[src/rtl/ps2_key_controller_if.sv]
`default_nettype none
// +----------------------------------------------------------------------+
// | ps2_key_controller_if                                                 |
// | Scan-code byte stream in, per-player one-hot button vectors out.      |
// | Rev 1.0                                                               |
// +----------------------------------------------------------------------+
interface ps2_key_controller_if;
  logic [7:0] rx_data;
  logic       rx_valid;
  logic       rx_err;
  logic [4:0] player1_btns;
  logic [4:0] player2_btns;
  logic       key_event;

  modport master (
    output rx_data, rx_valid, rx_err,
    input  player1_btns, player2_btns, key_event
  );

  modport slave (
    input  rx_data, rx_valid, rx_err,
    output player1_btns, player2_btns, key_event
  );
endinterface
`default_nettype wire

[src/rtl/ps2_key_controller.sv]
`default_nettype none
// +----------------------------------------------------------------------+
// | ps2_key_controller                                                    |
// | PS/2 make/break/E0 sequencing, held-key tracking, direction select.   |
// | Rev 1.0                                                               |
// +----------------------------------------------------------------------+
module ps2_key_controller #(
  parameter int PREFIX_TIMEOUT = 2500000,
  parameter int TO_W           = 22
) (
  input  wire logic             clk_50m,
  input  wire logic             rst_n,
  ps2_key_controller_if.slave   bus
);

  typedef enum logic [1:0] {
    S_IDLE    = 2'd0,
    S_BRK     = 2'd1,
    S_EXT     = 2'd2,
    S_EXT_BRK = 2'd3
  } state_t;

  localparam logic [TO_W-1:0] TO_LAST = TO_W'(PREFIX_TIMEOUT - 1);

  state_t          state_q;
  logic [TO_W-1:0] to_cnt_q;
  logic [4:0]      held1_q, held2_q, held1_d, held2_d;
  logic [3:0]      sel1_q,  sel2_q,  sel1_d,  sel2_d;
  logic [4:0]      btns1_q, btns2_q;
  logic            key_event_q;

  logic       is_f0, is_e0, is_prefix, byte_ok, do_make, do_break;
  logic       key_p1, key_p2;
  logic [2:0] key_idx;

  assign is_f0     = (bus.rx_data == 8'hF0);
  assign is_e0     = (bus.rx_data == 8'hE0);
  assign is_prefix = is_f0 | is_e0;
  assign byte_ok   = bus.rx_valid & ~bus.rx_err & ~is_prefix;
  assign do_make   = byte_ok & (state_q == S_IDLE);
  assign do_break  = byte_ok & (state_q == S_BRK);

  // Index order: up, down, left, right, fire.
  always_comb begin
    key_p1  = 1'b0;
    key_p2  = 1'b0;
    key_idx = 3'd0;
    case (bus.rx_data)
      8'h1D: begin key_p1 = 1'b1; key_idx = 3'd0; end
      8'h1B: begin key_p1 = 1'b1; key_idx = 3'd1; end
      8'h1C: begin key_p1 = 1'b1; key_idx = 3'd2; end
      8'h23: begin key_p1 = 1'b1; key_idx = 3'd3; end
      8'h29: begin key_p1 = 1'b1; key_idx = 3'd4; end
      8'h43: begin key_p2 = 1'b1; key_idx = 3'd0; end
      8'h42: begin key_p2 = 1'b1; key_idx = 3'd1; end
      8'h3B: begin key_p2 = 1'b1; key_idx = 3'd2; end
      8'h4B: begin key_p2 = 1'b1; key_idx = 3'd3; end
      8'h5A: begin key_p2 = 1'b1; key_idx = 3'd4; end
      default: ;
    endcase
  end

  // Returns {held, sel}. A released selected direction falls back to the
  // lowest-indexed direction still held rather than the previous one.
  function automatic logic [8:0] apply_key(
    input logic [4:0] held,
    input logic [3:0] sel,
    input logic [2:0] idx,
    input logic       mk,
    input logic       brk
  );
    logic [4:0] h;
    logic [3:0] s;
    h = held;
    s = sel;
    if (mk && !held[idx]) begin
      h[idx] = 1'b1;
      if (idx < 3'd4) s = 4'b0001 << idx[1:0];
    end else if (brk && held[idx]) begin
      h[idx] = 1'b0;
      if (idx < 3'd4 && sel[idx[1:0]]) begin
        if      (h[0]) s = 4'b0001;
        else if (h[1]) s = 4'b0010;
        else if (h[2]) s = 4'b0100;
        else if (h[3]) s = 4'b1000;
        else           s = 4'b0000;
      end
    end
    return {h, s};
  endfunction

  always_comb begin
    {held1_d, sel1_d} = apply_key(held1_q, sel1_q, key_idx, do_make & key_p1, do_break & key_p1);
    {held2_d, sel2_d} = apply_key(held2_q, sel2_q, key_idx, do_make & key_p2, do_break & key_p2);
  end

  always_ff @(posedge clk_50m or negedge rst_n) begin
    if (!rst_n) begin
      state_q     <= S_IDLE;
      to_cnt_q    <= '0;
      held1_q     <= '0;
      held2_q     <= '0;
      sel1_q      <= '0;
      sel2_q      <= '0;
      btns1_q     <= '0;
      btns2_q     <= '0;
      key_event_q <= 1'b0;
    end else begin
      held1_q     <= held1_d;
      held2_q     <= held2_d;
      sel1_q      <= sel1_d;
      sel2_q      <= sel2_d;
      btns1_q     <= {held1_d[4], sel1_d & held1_d[3:0]};
      btns2_q     <= {held2_d[4], sel2_d & held2_d[3:0]};
      key_event_q <= (held1_d != held1_q) || (held2_d != held2_q);

      if (bus.rx_err) begin
        state_q  <= S_IDLE;
        to_cnt_q <= '0;
      end else if (bus.rx_valid) begin
        to_cnt_q <= '0;
        case (state_q)
          S_IDLE:    if (is_f0) state_q <= S_BRK;
                     else if (is_e0) state_q <= S_EXT;
          S_BRK:     if (!is_prefix) state_q <= S_IDLE;
          S_EXT:     if (is_f0) state_q <= S_EXT_BRK;
                     else if (!is_e0) state_q <= S_IDLE;
          S_EXT_BRK: if (!is_prefix) state_q <= S_IDLE;
          default:   state_q <= S_IDLE;
        endcase
      end else if (state_q != S_IDLE) begin
        if (to_cnt_q == TO_LAST) begin
          state_q  <= S_IDLE;
          to_cnt_q <= '0;
        end else begin
          to_cnt_q <= to_cnt_q + TO_W'(1);
        end
      end else begin
        to_cnt_q <= '0;
      end
    end
  end

  assign bus.player1_btns = btns1_q;
  assign bus.player2_btns = btns2_q;
  assign bus.key_event    = key_event_q;

endmodule
`default_nettype wire

[src/flat_wrapper.sv]
// flat-port wrapper written by rule: the top's interface ports become plain ports
module ps2_key_controller_flat 
#(
  parameter int PREFIX_TIMEOUT = 2500000,
  parameter int TO_W           = 22
)
  (clk_50m, rst_n, bus_rx_data, bus_rx_valid, bus_rx_err, bus_player1_btns, bus_player2_btns, bus_key_event);
  ps2_key_controller_if bus_i ();
  input  wire logic clk_50m;
  input  wire logic rst_n;
  input wire logic [$bits(bus_i.rx_data)-1:0] bus_rx_data;
  input wire logic [$bits(bus_i.rx_valid)-1:0] bus_rx_valid;
  input wire logic [$bits(bus_i.rx_err)-1:0] bus_rx_err;
  output wire logic [$bits(bus_i.player1_btns)-1:0] bus_player1_btns;
  output wire logic [$bits(bus_i.player2_btns)-1:0] bus_player2_btns;
  output wire logic [$bits(bus_i.key_event)-1:0] bus_key_event;
  assign bus_i.rx_data = bus_rx_data;
  assign bus_i.rx_valid = bus_rx_valid;
  assign bus_i.rx_err = bus_rx_err;
  assign bus_player1_btns = bus_i.player1_btns;
  assign bus_player2_btns = bus_i.player2_btns;
  assign bus_key_event = bus_i.key_event;
  ps2_key_controller #(.PREFIX_TIMEOUT(PREFIX_TIMEOUT), .TO_W(TO_W)) u_core (.clk_50m(clk_50m), .rst_n(rst_n), .bus(bus_i));
endmodule
[config.mk]
export PLATFORM = sky130hd
export DESIGN_NAME = ps2_key_controller_flat
export DESIGN_NICKNAME = d
export VERILOG_FILES = /design/src/rtl/ps2_key_controller_if.sv /design/src/rtl/ps2_key_controller.sv /design/src/flat_wrapper.sv
export SDC_FILE = /design/constraint.sdc
export NUM_CORES = 1
export LEC_CHECK = 0
export ABC_AREA = 1
export CAP_MARGIN = 20
export CORE_UTILIZATION = 59
export DETAILED_ROUTE_END_ITERATION = 8
export PLACE_DENSITY = 0.8
export SLEW_MARGIN = 30
export SYNTH_ARGS = -nofsm -noshare
export SYNTH_HDL_FRONTEND = slang
export SYNTH_SLANG_ARGS = --single-unit
export TNS_END_PERCENT = 20
[constraint.sdc]
create_clock -name clk_50m -period 3.05 [get_ports clk_50m]
set_input_delay 0.61 -clock clk_50m [delete_from_list [all_inputs] [get_ports clk_50m]]
set_output_delay 0.61 -clock clk_50m [all_outputs]
set_load 0.05 [all_outputs]
==> flow_summary.json, run 1 <==
{
  "syn_area_mm2": 0.00335,
  "slowest_stage": "clkdlybuf4s50_1",
  "start_util_pct": 60.8,
  "cts_tree": "built",
  "cp_data_arrival_time_ps": 2930,
  "yosys.area.top_type": "dfrtp_1",
  "ys_warn_count": 0,
  "worst-path-max-fanout": 5,
  "synthToLayoutAreaGrowth_pct": 12.5,
  "grt_use_total_pct": 27.8,
  "clock-sinks": 51,
  "dpl.hpwl_um": 5910,
  "grt_pass1_wl_um": 13200,
  "syn_inst": 487,
  "fillers": 502,
  "die_h_um": 77.4,
  "maxCapViolCount": 0,
  "num_rows": 27,
  "die_area_mm2": 0.00598,
  "first_global_vias": 3039,
  "p_total_mw": 1.30,
  "post_cts_buffers": 0,
  "hold_viol_final": 0,
  "regArea_mm2": 0.00128,
  "synth_seq_area_share_pct": 38.1,
  "outcome": "completed",
  "num_vias": 3248,
  "yosysUniqueCellTypes": 35,
  "multi_input_area_mm2": 0.00174,
  "yosysTopAreaCellShare_pct": 38.1,
  "synth_area_leaders": "dfrtp_1 (38%), nand2_1 (12%), inv_1 (8.3%)",
  "syn_avg_cell_area_um2": 6.88,
  "hold_buffers": 0,
  "grt_max_degree": 37,
  "ant_nets": 0,
  "io_pins": 23,
  "nets": 530,
  "drive_gt1_share_pct": 10.2,
  "endpoint_kind": "register",
  "cts_made_buffers": 5,
  "viasPerCell": 5.51,
  "cts_root_buf": "clkbuf_8",
  "setup_viol": 0,
  "grt_setup_unrepaired": "false",
  "skew_ps": 6.01,
  "drc_errors": 0,
  "stdcell_area_mm2": 0.00377,
  "max_freq_ghz": 0.364,
  "grt_overflow": 0,
  "syn_nets": 500,
  "gp_congestion": 0.979,
  "p_per_area_mw_per_mm2": 345,
  "drt_iter0_drc": 408,
  "cp_data_required_time_ps": 3230,
  "fin_crit_sh_pct": 90.2,
  "first_pass_iters": 5,
  "p_leak_nw": 1.85,
  "core-area_mm2": 0.00551,
  "critPathKind": "input pin to register",
  "h-tree-depth": 2,
  "placed_cell_area_mm2": 0.00367,
  "setup_tns_ps": 0,
  "wl_per_cell_um": 13.0,
  "cts_resized": 0,
  "clkLatencyLatePin_ps": 300,
  "ys_seq_elements": 51,
  "layout_min_cycle_time_ps": 2750,
  "portBuffers": 22,
  "crit_chain": "clkdlybuf4s50_1 -> nor2_1 -> nand2_1 -> nor4_1 -> nor2_1 -> nand2_1 -> nor2_2 -> nand3_1 -> inv_1 -> nand2_1 -> nand3_1 -> nor2_1 -> nand3_1",
  "antenna_cells": 0,
  "tightestPinTransition_ps": 801,
  "min_path_type": "input pin to async pin",
  "clk_path_buf_depth": 2,
  "die_x_um": 77.4,
  "worst_setup_path_start_kind": "input pin",
  "slew_violations": 0,
  "clk_pin_slew_ps": 90,
  "slew-limit-headroom_pct": 46.6,
  "vdd_drop_max_mv": 0.375,
  "antenna_found_initial": 0,
  "critical-path-max-stage-delay_ps": 490,
  "routed_wirelength_um": 7660
}
## worst max-delay path, delay by kind of cell
kind,cells,cell delay [ps]
AND/OR/NAND/NOR,11,1720
buffers and inverters,2,590
## power breakdown
group / internal, mW / switching [mW] / total, mW
combinational: 0.0585 / 0.124 / 0.182
sequential: 0.694 / 0.0106 / 0.704
clock: 0.186 / 0.226 / 0.413
total: 0.939 / 0.361 / 1.30
## cell usage in the layout (no fill, tap or decap), drive strengths merged, types with 2 or more instances in the layout
| cell | Yosys | final |
|---|---|---|
| a211oi | 3 | 3 |
| a21oi | 24 | 24 |
| and3 | 2 | 2 |
| buf | 3 | 7 |
| clkbuf | 2 | 7 |
| clkdlybuf4s50 | 0 | 21 |
| dfrtp | 51 | 51 |
| inv | 81 | 81 |
| nand2 | 122 | 122 |
| nand3 | 43 | 43 |
| nand4 | 18 | 18 |
| nor2 | 77 | 77 |
| nor3 | 15 | 15 |
| nor4 | 6 | 6 |
| o211ai | 4 | 4 |
| o21a | 6 | 6 |
| o21ai | 20 | 20 |
| xor2 | 3 | 3 |
## cell families after synthesis
logic type / synth area share, %
AO/OA/AOI/OAI: 10.6
XOR/XNOR: 1.05
adder cells (fa/ha/maj): 0.373
buffers and inverters: 9.90
flip-flops: 38.1
AND/OR/NAND/NOR: 40.0
## metrics by stage
step | utilization (%) | hold slack (ps) | setup slack, ps | cells
2_1_floorplan | - | 314 | 993 | 487
3_3_place_gp | 66.7 | 438 | 61.8 | 582
3_5_place_dp | 66.7 | 450 | 16.0 | 582
4_1_cts | 68.4 | 413 | 342 | 590
5_1_grt | 68.4 | 451 | 65.1 | 590
6_report | 68.4 | 375 | 300 | 590
## layout make-up
cell class,count,share of cell area (%)
clock buffer,7,2.29
multi-input combinational,350,46.2
timing repair buffer,28,6.91
sequential,51,33.9
clock inverter,1,0.232
tap,72,2.39
inverter,81,8.07
## registers in the layout, indices dropped and copies added, names as in the netlist
register                 cells
u_core.sel2_q                4
u_core.to_cnt_q             22
u_core.bus.key_event         1
u_core.held2_q               4
u_core.state_q               2
u_core.bus.player2_btns      5
u_core.sel1_q                4
u_core.bus.player1_btns      5
u_core.held1_q               4
## cells in the mapped netlist
library cell / n
nor2_4: 6
nor3_1: 14
o211ai_2: 2
o211ai_1: 2
a31oi_1: 1
dfrtp_1: 51
nand2_4: 3
nor2_1: 64
o21ai_1: 3
nand2_1: 109
nand3_1: 42
and3_1: 2
a211oi_1: 3
buf_4: 2
buf_2: 1
ha_1: 1
inv_2: 7
nor2_2: 7
nor4_1: 6
a2111o_1: 1
nand3_2: 1
nor3b_2: 1
o21ai_0: 17
nand2_2: 10
nor3_2: 1
clkbuf_1: 2
xnor2_1: 1
nand4_1: 18
a21oi_2: 1
or2_1: 1
a21oi_1: 23
inv_1: 74
xor2_1: 3
o21a_1: 6
a21boi_1: 1
## routing by layer
layer | up-vias | GRT usage (%) | wire length (um)
met3 | 20 | 3.53 | 367
met1 | 1483 | 36.0 | 3500
li1 | 1633 | - | -
met5 | - | 0 | 0
met2 | 112 | 47.0 | 3600
met4 | 0 | 11.3 | 195
## final timing paths
kind,start,end,slack [ps],cells past startpoint
setup / recovery,bus_rx_data[1],u_core.bus.key_event,300,13
min in group clk_50m,u_core.to_cnt_q[0],u_core.to_cnt_q[0],460,1
setup reg to reg,u_core.to_cnt_q[0],u_core.to_cnt_q[18],730,15
hold / removal,rst_n,u_core.bus.player1_btns[4],380,1
hold reg to reg,u_core.to_cnt_q[0],u_core.to_cnt_q[0],460,1
max in group asynchronous,rst_n,u_core.bus.key_event,2030,2
Note: power is estimated with default switching activity, not from simulation.
==> run 2, diff against run 1 <==
CORE_UTILIZATION = 64   (was 59)
PLACE_DENSITY = 0.86   (was 0.8)
==> flow_summary.json, run 2 (synthesized netlist as in run 1, its figures left out) <==
{
  "first_global_vias": 3040,
  "clk_path_buf_depth": 2,
  "dpl.hpwl_um": 6150,
  "crit_chain": "clkdlybuf4s50_1 -> nor2_1 -> nand2_1 -> nor4_1 -> nor2_1 -> nand2_1 -> nor2_2 -> nand3_1 -> inv_1 -> nand2_1 -> nand3_1 -> nor2_1 -> nand3_1",
  "die_h_um": 74.4,
  "layout_commonest_cell": "nand2_1",
  "grt_pass1_wl_um": 13200,
  "min_path_type": "input pin to async pin",
  "largest_register": "u_core.to_cnt_q",
  "setup_viol": 0,
  "cts_resized": 0,
  "tightestPinTransition_ps": 512,
  "p_per_area_mw_per_mm2": 335,
  "slew_violations": 0,
  "multi_input_area_mm2": 0.00174,
  "vdd_drop_max_mv": 0.280,
  "r2r_start": "u_core.to_cnt_q[0]",
  "cts_tree": "built",
  "gp_congestion": 1.02,
  "core-area_mm2": 0.00488,
  "hold_buffers": 0,
  "num_rows": 25,
  "num_vias": 3291,
  "routed_wirelength_um": 7990,
  "max_freq_ghz": 0.356,
  "hold_viol_final": 0,
  "critical-path-top-delay-family": "simple AND/OR/NAND/NOR gates",
  "drt_iter0_drc": 230,
  "cts_made_buffers": 5,
  "fin_crit_sh_pct": 92.1,
  "grt_use_total_pct": 31.6,
  "r2r_cells": 15,
  "clkLatencyLatePin_ps": 300,
  "largest_reg_flops": 22,
  "drc_errors": 0,
  "first_pass_iters": 5,
  "cp_data_required_time_ps": 3230,
  "placed_cell_area_mm2": 0.00367,
  "critPathKind": "input pin to register",
  "h-tree-depth": 2,
  "worst_setup_path_start_kind": "input pin",
  "skew_ps": 6.00,
  "crit_buf_inv": 2,
  "final_cell_mix": "nand2_1 (109), inv_1 (74), nor2_1 (64)",
  "p_leak_nw": 1.84,
  "endpoint_kind": "register",
  "worst-path-max-fanout": 5,
  "grt_max_degree": 35,
  "portBuffers": 22,
  "synthToLayoutAreaGrowth_pct": 11.7,
  "slowest_stage": "clkdlybuf4s50_1",
  "clk_pin_slew_ps": 90,
  "fillers": 404,
  "layout_min_cycle_time_ps": 2810,
  "clock-sinks": 51,
  "maxCapViolCount": 0,
  "grt_overflow": 0,
  "die_area_mm2": 0.00553,
  "antenna_found_initial": 0,
  "viasPerCell": 5.64,
  "slew-limit-headroom_pct": 65.8,
  "stdcell_area_mm2": 0.00374,
  "critical-path-max-stage-delay_ps": 490,
  "cp_data_arrival_time_ps": 2980,
  "antenna_cells": 0,
  "r2r_end": "u_core.to_cnt_q[18]",
  "regArea_mm2": 0.00128,
  "cts_root_buf": "clkbuf_8",
  "die_x_um": 74.4,
  "outcome": "completed",
  "wl_per_cell_um": 13.7,
  "grt_setup_unrepaired": "false",
  "post_cts_buffers": 0,
  "ant_nets": 0,
  "rrSetupSlack_ps": 650,
  "io_pins": 23,
  "p_total_mw": 1.25,
  "nets": 530,
  "start_util_pct": 68.7,
  "drive_gt1_share_pct": 10.1
}
## run 2: cell count changes in the layout (fill, tap and decap cells not counted)
| cell | delta |
|---|---|
| clkinvlp_4 | +1 |
| clkbuf_8 | -1 |
| clkinv_4 | -1 |
| clkbuf_1 | -1 |
## run 2: worst max-delay path by stage
stage                         startpoint              endpoint  slack (ps)  cells past startpoint
after floorplan           bus_rx_data[7]  u_core.bus.key_event         990                     14
after global placement    bus_rx_data[0]  u_core.bus.key_event          80                     13
after detailed placement  bus_rx_data[1]  u_core.bus.key_event         -10                     13
after CTS                 bus_rx_data[1]  u_core.bus.key_event         310                     13
after global routing      bus_rx_data[2]  u_core.bus.key_event          90                     13
final                     bus_rx_data[1]  u_core.bus.key_event         240                     13
## run 2: where the power goes
group          internal, mW  leakage, nW  switching, mW
sequential            0.694        0.660         0.0102
clock                 0.153       0.0361          0.214
combinational        0.0578         1.14          0.125
## run 2: final cells by class
| class | instances | area share (%) |
|---|---|---|
| Sequential cell | 51 | 34.1 |
| Clock inverter | 1 | 0.201 |
| Clock buffer | 5 | 1.84 |
| Inverter | 81 | 8.12 |
| Timing Repair Buffer | 28 | 6.95 |
| Tap cell | 67 | 2.24 |
| Multi-Input combinational cell | 350 | 46.6 |
## run 2: routing by layer
metal  part of all wire, %  track usage, %
met5                     0               0
met4                   2.6            12.6
met3                   5.7            6.10
met2                    48            54.5
met1                    44            39.1
## run 2: through the flow
stage          util [%]  hold slack [ps]  setup TNS, ps  setup slack (ps)  std cells
2_1_floorplan         -              314              0               993        487
3_3_place_gp       75.2              439              0              81.5        577
3_5_place_dp       75.2              443          -11.0             -11.0        577
4_1_cts            76.7              238              0               306        583
5_1_grt            76.7              243              0              85.6        583
6_report           76.7              232              0               241        583
